==> config.mk <==
export PLATFORM = sky130hd
export DESIGN_NAME = softmax_r2b_sequencer
export DESIGN_NICKNAME = d
export VERILOG_FILES = /design/src/rtl/self_attention_pkg.sv /design/src/rtl/softmax_r2b_sequencer.sv
export SDC_FILE = /design/constraint.sdc
export NUM_CORES = 1
export LEC_CHECK = 0
export ABC_CLOCK_PERIOD_IN_PS = 3300
export BUFFER_PORTS_ARGS = -buffer_cell sky130_fd_sc_hd__buf_2
export CAP_MARGIN = 40
export CORE_ASPECT_RATIO = 1.75
export CORE_MARGIN = 1
export CORE_UTILIZATION = 30
export DETAILED_ROUTE_END_ITERATION = 8
export GPL_ROUTABILITY_DRIVEN = 0
export HOLD_SLACK_MARGIN = 0.03
export SYNTH_ARGS = -nofsm -noshare
export SYNTH_HDL_FRONTEND = slang
export SYNTH_SLANG_ARGS = --single-unit
export TNS_END_PERCENT = 50
==> constraint.sdc <==
create_clock -name clk -period 3.3 [get_ports clk]
set_input_delay 0.495 -clock clk [delete_from_list [all_inputs] [get_ports clk]]
set_output_delay 0.495 -clock clk [all_outputs]
set_load 0.01 [all_outputs]
==> src/rtl/self_attention_pkg.sv <==
// Shared constants and state encoding for the self-attention head's
// softmax-to-R2B control path.
package self_attention_pkg;

   localparam int TOTAL_SOFTMAX_ROW  = 16;
   localparam int TOTAL_TILE_SOFTMAX = 4;

   typedef enum logic [2:0] {
      IDLE,
      WAIT_ROWS,
      RST_R2B,
      FEED,
      DRAIN,
      RELEASE,
      DONE
   } seq_state_t;

endpackage

==> src/rtl/softmax_r2b_sequencer.sv <==
// Reads softmax rows back one tile column at a time into the r2b converter
// bank, sequencing converter resets, row strobes and the softmax release.
module softmax_r2b_sequencer #(
   parameter int TOTAL_SOFTMAX_ROW  = self_attention_pkg::TOTAL_SOFTMAX_ROW,
   parameter int TOTAL_TILE_SOFTMAX = self_attention_pkg::TOTAL_TILE_SOFTMAX,
   parameter int ROW_IDX_W          = $clog2(TOTAL_SOFTMAX_ROW) + 1,
   parameter int TILE_IDX_W         = (TOTAL_TILE_SOFTMAX > 1) ? $clog2(TOTAL_TILE_SOFTMAX) : 1
) (
   input  logic                          clk,
   input  logic                          rst_n,
   input  logic                          start,
   input  logic                          abort,
   input  logic [TOTAL_SOFTMAX_ROW-1:0]  row_done,
   input  logic                          downstream_ready,
   input  logic [TOTAL_TILE_SOFTMAX-1:0] slice_last_r2b,
   output logic [ROW_IDX_W-1:0]          r2b_row_idx,
   output logic [TILE_IDX_W-1:0]         r2b_tile_idx,
   output logic [TOTAL_TILE_SOFTMAX-1:0] in_valid_r2b,
   output logic [TOTAL_TILE_SOFTMAX-1:0] r2b_rst_n,
   output logic                          softmax_rst_n,
   output logic                          busy,
   output logic                          tile_done,
   output logic                          done,
   output logic                          err
);

   import self_attention_pkg::*;

   seq_state_t                    state;
   logic [ROW_IDX_W-1:0]          row;
   logic [TILE_IDX_W-1:0]         tile;
   logic [TOTAL_TILE_SOFTMAX-1:0] tile_onehot;
   logic [TOTAL_TILE_SOFTMAX-1:0] next_onehot;
   logic                          slice_cur;
   logic                          slice_other;
   logic                          row_last;
   logic                          tile_last;

   assign r2b_row_idx  = row;
   assign r2b_tile_idx = tile;

   // Tile decode, slice classification and the unregistered row strobe.
   always_comb begin
      tile_onehot       = '0;
      tile_onehot[tile] = 1'b1;
      next_onehot       = tile_onehot << 1;
      slice_cur         = |(slice_last_r2b & tile_onehot);
      slice_other       = |(slice_last_r2b & ~tile_onehot);
      row_last          = (row == ROW_IDX_W'(TOTAL_SOFTMAX_ROW - 1));
      tile_last         = (tile == TILE_IDX_W'(TOTAL_TILE_SOFTMAX - 1));
      in_valid_r2b      = (state == FEED && downstream_ready) ? tile_onehot : '0;
   end

   always_ff @(posedge clk or negedge rst_n) begin
      if (!rst_n) begin
         state         <= IDLE;
         row           <= '0;
         tile          <= '0;
         r2b_rst_n     <= '1;
         softmax_rst_n <= 1'b1;
         busy          <= 1'b0;
         tile_done     <= 1'b0;
         done          <= 1'b0;
         err           <= 1'b0;
      end else begin
         tile_done     <= 1'b0;
         done          <= 1'b0;
         r2b_rst_n     <= '1;
         softmax_rst_n <= 1'b1;
         // Abort resets both banks for one cycle and swallows any
         // simultaneous slice or start, so err is left untouched.
         if (abort && state != IDLE) begin
            state         <= IDLE;
            row           <= '0;
            tile          <= '0;
            r2b_rst_n     <= '0;
            softmax_rst_n <= 1'b0;
            busy          <= 1'b0;
         end else begin
            if ((state == FEED && slice_cur) || slice_other || (start && state != IDLE)) begin
               err <= 1'b1;
            end
            case (state)
               IDLE: begin
                  if (start) begin
                     state <= WAIT_ROWS;
                     err   <= 1'b0;
                     tile  <= '0;
                     row   <= '0;
                     busy  <= 1'b1;
                  end
               end
               WAIT_ROWS: begin
                  if (&row_done) begin
                     state     <= RST_R2B;
                     r2b_rst_n <= ~tile_onehot;
                  end
               end
               RST_R2B: begin
                  state <= FEED;
                  row   <= '0;
               end
               FEED: begin
                  if (downstream_ready) begin
                     if (row_last) begin
                        row   <= '0;
                        state <= DRAIN;
                     end else begin
                        row <= row + 1'b1;
                     end
                  end
               end
               DRAIN: begin
                  if (slice_cur) begin
                     tile_done <= 1'b1;
                     if (tile_last) begin
                        state         <= RELEASE;
                        softmax_rst_n <= 1'b0;
                     end else begin
                        tile      <= tile + 1'b1;
                        state     <= RST_R2B;
                        r2b_rst_n <= ~next_onehot;
                     end
                  end
               end
               RELEASE: begin
                  state <= DONE;
                  done  <= 1'b1;
               end
               DONE: begin
                  state <= IDLE;
                  busy  <= 1'b0;
               end
               default: begin
                  state <= IDLE;
                  busy  <= 1'b0;
               end
            endcase
         end
      end
   end

endmodule
Yosys cells after proc, flatten, opt, wreduce, memory -nomap -nowiden. Index checks and enable logic that the tools add are counted.

Register bits: 19. Input port bits: 25. Output and inout bits: 20. Word-level logic and storage cells: 91.

$add $sub $neg: 2. Magnitude comparators: 2. Equal/unequal tests: 14. Muxes and demuxes: 41. Bitwise gates (word level): 4. Reductions and logical operators: 19.

Operators with widths (count): 3-bit two-way mux (7); 4-bit two-way mux (5); 5-bit two-way mux (4); 3-bit case mux with 6 select lines (1); 16-bit AND reduction (1); 1-bit two-way mux (15); 5-bit case mux with 3 select lines (1); 3-bit != test (second input constant) (4); 4-bit bitwise AND (2); 2-bit two-way mux (4); 4-bit NOT (2); 4-bit case mux with 2 select lines (1); 4-bit OR reduction (2); 3-bit by 2-bit == test with 1-bit output (second input constant) (2); 3-bit == test (second input constant) (2); 3-bit by 2-bit != test with 1-bit output (second input constant) (2); 3-bit nonzero test (2); 5-bit by 1-bit adder with 5-bit output (second input constant) (1); 5-bit by 4-bit == test with 1-bit output (second input constant) (1); 1-bit logical AND (5); 5-bit AND reduction (1); 5-bit OR reduction (1); 2-bit case mux with 2 select lines (1); 4-bit AND reduction (1); 13 further kinds (14).

Depth between registers and ports, before layout.
Depth in word-level cells: 12. Gate-level depth with buffers: 6. Depth with buffers taken out: 6.

Worst setup path before layout. Ideal clock, no wire load.

Kind: reg2reg. Start: register tile[0], in the netlist r2b_tile_idx[0]. End: register err. Library setup time: 0.131 ns. Arrival: 1.548 ns. Slack: 1.621 ns. Stages on the path, launching flop included: 7. Cell sequence: dfrtp_1 -> inv_1 -> ha_1 -> a22oi_1 -> nand2_1 -> a211oi_1 -> o31ai_1.

Longest elaborated chain between the ends: 12. Elaborated cells on any way between the ends: 16. Those cells by class: 2 x order compare; 5 x mux; 3 x bitwise; 6 x reduce/logical.

RTL lines: start, declared (RTL line softmax_r2b_sequencer.sv:31) `logic [TILE_IDX_W-1:0] tile;`; start signal, assigned (RTL line softmax_r2b_sequencer.sv:120) `tile <= tile + 1'b1;`; 2-bit by 3-bit < comparator with 1-bit output (implied by the code) / 2-bit by 1-bit greater-or-equal comparator with 1-bit output (equally long branches) (RTL line softmax_r2b_sequencer.sv:45) `tile_onehot[tile] = 1'b1;`; 1-bit logical AND (implied by the code) (RTL line softmax_r2b_sequencer.sv:45); 1-bit two-way mux (implied by the code) (RTL line softmax_r2b_sequencer.sv:45); 1-bit demux with 2-bit select * (RTL line softmax_r2b_sequencer.sv:45); 4-bit bitwise AND / 4-bit NOT (equally long branches) (RTL line softmax_r2b_sequencer.sv:47, softmax_r2b_sequencer.sv:48); 4-bit OR reduction / 4-bit bitwise AND (equally long branches) (RTL line softmax_r2b_sequencer.sv:47, softmax_r2b_sequencer.sv:48); 1-bit logical AND / 4-bit OR reduction (equally long branches) (RTL line softmax_r2b_sequencer.sv:80, softmax_r2b_sequencer.sv:48); 1-bit logical OR * (2 in series) (RTL line softmax_r2b_sequencer.sv:80) `if ((state == FEED && slice_cur) || slice_other || (start && state != IDLE)) begin`; 1-bit two-way mux * (RTL line softmax_r2b_sequencer.sv:80); 1-bit two-way mux (RTL line softmax_r2b_sequencer.sv:85) `if (start) begin`; 1-bit two-way mux * (RTL line softmax_r2b_sequencer.sv:83) `case (state)`; end signal, assigned (RTL line softmax_r2b_sequencer.sv:64) `err <= 1'b0;`; end signal, assigned (RTL line softmax_r2b_sequencer.sv:81) `err <= 1'b1;`; end signal, assigned (RTL line softmax_r2b_sequencer.sv:87) `err <= 1'b0;`; end, declared (RTL line softmax_r2b_sequencer.sv:24) `output logic err`.

Every way passes the cells marked *; elsewhere a longest branch is shown, timed or not. A chain may end at the register's enable or synchronous reset.

Worst setup path after layout.
Start: register state[2]. End: output in_valid_r2b[0].

Longest elaborated chain between the ends: 3.

RTL lines: start, declared (RTL line softmax_r2b_sequencer.sv:29) `seq_state_t state;`; start signal, assigned (RTL line softmax_r2b_sequencer.sv:56) `state <= IDLE;`; start signal, assigned (RTL line softmax_r2b_sequencer.sv:73) `state <= IDLE;`; start signal, assigned (RTL line softmax_r2b_sequencer.sv:86) `state <= WAIT_ROWS;`; 3-bit by 2-bit == test with 1-bit output (RTL line softmax_r2b_sequencer.sv:51) `in_valid_r2b = (state == FEED && downstream_ready) ? tile_onehot : '0;`; 1-bit logical AND (RTL line softmax_r2b_sequencer.sv:51); 4-bit two-way mux (RTL line softmax_r2b_sequencer.sv:51); end, declared (RTL line softmax_r2b_sequencer.sv:18) `output logic [TOTAL_TILE_SOFTMAX-1:0] in_valid_r2b,`.

No other way between the ends.

==> reports/metrics.cfg <==
[yosys]
synth_top_area_cell = dfrtp_1
ys_types = 47
ys_seq_area_share_pct = 37.0
synth_warnings = 0
synth_mux_area_share_pct = 3.17
syn_inst = 138
synth_edf_count = 0
ys_seq_elements = 19
synth_top_family_by_area = compound AO/OA/AOI/OAI gates
synth_fp_nets = 172
synth_fa_ha_area_share_pct = 8.65
synth_compound_area_share_pct = 23.4
synthSimpleGateAreaFrac_pct = 21.5
synthArstFlopShare_pct = 100
synth_xor_area_share_pct = 0
syn_area_mm2 = 0.00130
synthFlopType = dfrtp_1
synth.area.top_cells = dfrtp_1 27%, dfstp_2 10%, ha_1 8.6%, o21ai_0 3.1%, nor2_1 2.6%
syn-mean-instance-area_um2 = 9.44
yosysTopAreaCellShare_pct = 26.9

[clock_network]
cts_setup_buffers = 0
numClockSinks = 19
htree_levels = 1
insertion_delay_ns = 0.26
cts_root_buf = clkbuf_8
cts_inserted_buffers = 3
path_clk_slew_ns = 0.07
tritoncts = done
cts_buffer_depth = 2
cts_resized = 0
postCtsHoldBufs = 0

[critical_path]
critPathMostFrequentCell = and3_1
cp.arrival_ns = 1.77
critPathMaxFanout = 18
path_class = reg -> out
end_kind = output port
critPathLaunchType = register
cp_cell_sequence = inv_1 > and3_1 > and3_1 > buf_2
cp.required_ns = 2.80
cp_slowest_cell = dfrtp_1
cp_slowest_stage_delay_ns = 0.66

[routing]
dr.pass1.iters = 4
met3_length_um = 157
ant_nets = 0
wl_per_cell_um = 14.8
drc = 0
drtIter0Drc = 35
vias = 1253
wl_um = 3400
met1Wirelength_um = 1340
highest_layer = met4
via_per_inst = 5.47
dr_wl_met2_um = 1740

[grt]
grt_pass1_wl_um = 5540
overflow = 0
grtUsageTotal_pct = 16.2
grt_pass1_vias = 1220
grt_max_degree = 20
grt_antenna_before_repair = 0

[sta]
fin_crit_ns = 2.27
max_freq_mhz = 441
period_share_pct = 68.8
slew_violations = 0
finalClockSkew_ns = 0.00466
tightest_slew_ns = 0.921
setup-violations-final = 0
max_slew_margin_pct = 38.0
finalHoldViolCount = 0
setup_tns_ns = 0
rsz0062_at_grt = no

[pwr]
pwr_density_cell_mw_per_mm2 = 556
p_leak_nw = 0.778
peakVddDrop_uv = 220

[min_path]
min_path_type = in -> async

[place]
dp.cells = 225
port_buffers = 44
post-dp-hpwl_um = 2560

[floorplan]
rows = 31
start_util_pct = 31.4
dieWidth_um = 51.8
dieHeight_um = 89.2
core_mm2 = 0.00415
dieArea_mm2 = 0.00462
io_pins = 45

[run]
cap_violations = 0

[finish]
n_antenna_cell = 0
stdcell_count = 229
layout-drive-gt1-share_pct = 33.3
syn_to_final_growth_pct = 21.1
nets = 215

[status]
status = completed

-- state kept, by name, summed over array words and instances (netlist names) --
| signal | count |
|---|---|
| r2b_row_idx | 5 |
| r2b_rst_n | 4 |
| state | 3 |
| r2b_tile_idx | 2 |
| busy | 1 |
| done | 1 |
| err | 1 |
| softmax_rst_n | 1 |
| tile_done | 1 |
-- power breakdown --
group          switching (mW)  internal [mW]
clock network          0.0798         0.0860
logic                   0.194          0.152
registers              0.0632          0.302
total                   0.337          0.541
-- cell usage after synthesis (3+ instances only) --
| cell type | number |
|---|---|
| and3_1 | 5 |
| nand4_1 | 4 |
| nor3_1 | 4 |
| ha_1 | 9 |
| nor2_1 | 9 |
| o21ai_0 | 8 |
| buf_6 | 3 |
| a21oi_1 | 4 |
| inv_1 | 8 |
| or3_1 | 3 |
| a31oi_1 | 3 |
| nand3_1 | 3 |
| dfstp_2 | 5 |
| nand2_1 | 5 |
| o22ai_1 | 3 |
| o31ai_1 | 4 |
| nand2b_1 | 4 |
| and2_1 | 4 |
| dfrtp_1 | 14 |
-- cell type report --
cell class                      instances  area [um2]
Fill cell                             421        2570
Multi-Input combinational cell        105         739
Sequential cell                        19         482
Timing Repair Buffer                   44         220
Tap cell                               49        61.3
Clock buffer                            4        45.0
Inverter                                8        30.0
-- worst max-delay path: cells and delay by family, from the launching register on --
family	cells	cell delay [ns]
buffers and inverters	2	0.33
flip-flops	1	0.66
AND/OR/NAND/NOR	2	0.53
-- metal layers --
| layer | vias to the layer above | global-route usage [%] |
|---|---|---|
| li1 | 602 | - |
| met1 | 582 | 17.3 |
| met2 | 58 | 29.2 |
| met3 | 11 | 2.21 |
| met4 | 0 | 10.3 |
| met5 | - | 0 |
-- cell usage in the layout (no fill, tap or decap), types with 4 or more instances in the layout --
master	n
dfstp_2	5
a21oi_1	4
nor3_1	4
nor2_1	9
ha_1	9
o21ai_0	8
buf_2	44
dfrtp_1	14
and2_1	4
nand2b_1	4
inv_1	8
nand2_1	5
o31ai_1	4
nand4_1	4
and3_1	5
-- path summary, 6_finish.rpt --
path | from | end | slack [ns] | cells after the start
min in group clk | err | err | 0.52 | 2
setup reg to reg | r2b_tile_idx[0] | state[1] | 1.42 | 6
setup / recovery | state[2] | in_valid_r2b[0] | 1.03 | 4
max in group asynchronous | rst_n | r2b_rst_n[0] | 2.80 | 1
hold reg to reg | err | err | 0.52 | 2
hold / removal | rst_n | r2b_tile_idx[0] | 0.17 | 1
-- stage by stage --
step                cell area (um2)  power, mW  hold WS [ns]  setup WS (ns)  util, %
global route                   1580      0.941         0.194          0.945     38.0
CTS                            1580      0.887         0.190           1.06     38.0
floorplan                      1300      0.623         0.199           1.62        -
global placement               1530      0.717         0.477           1.36     36.9
detailed placement             1530      0.716         0.466           1.35     36.9
finish                         1580      0.878         0.165           1.03     38.0
-- logic make-up (layout without fill, tap and decap cells) --
kind of cell / Yosys count / in the layout
flops: 19 / 19
buf+inv: 14 / 56
fa+ha+maj: 9 / 9
compound gates: 43 / 43
simple gates: 50 / 50
mux: 3 / 3
(Power assumes the default switching activity.)
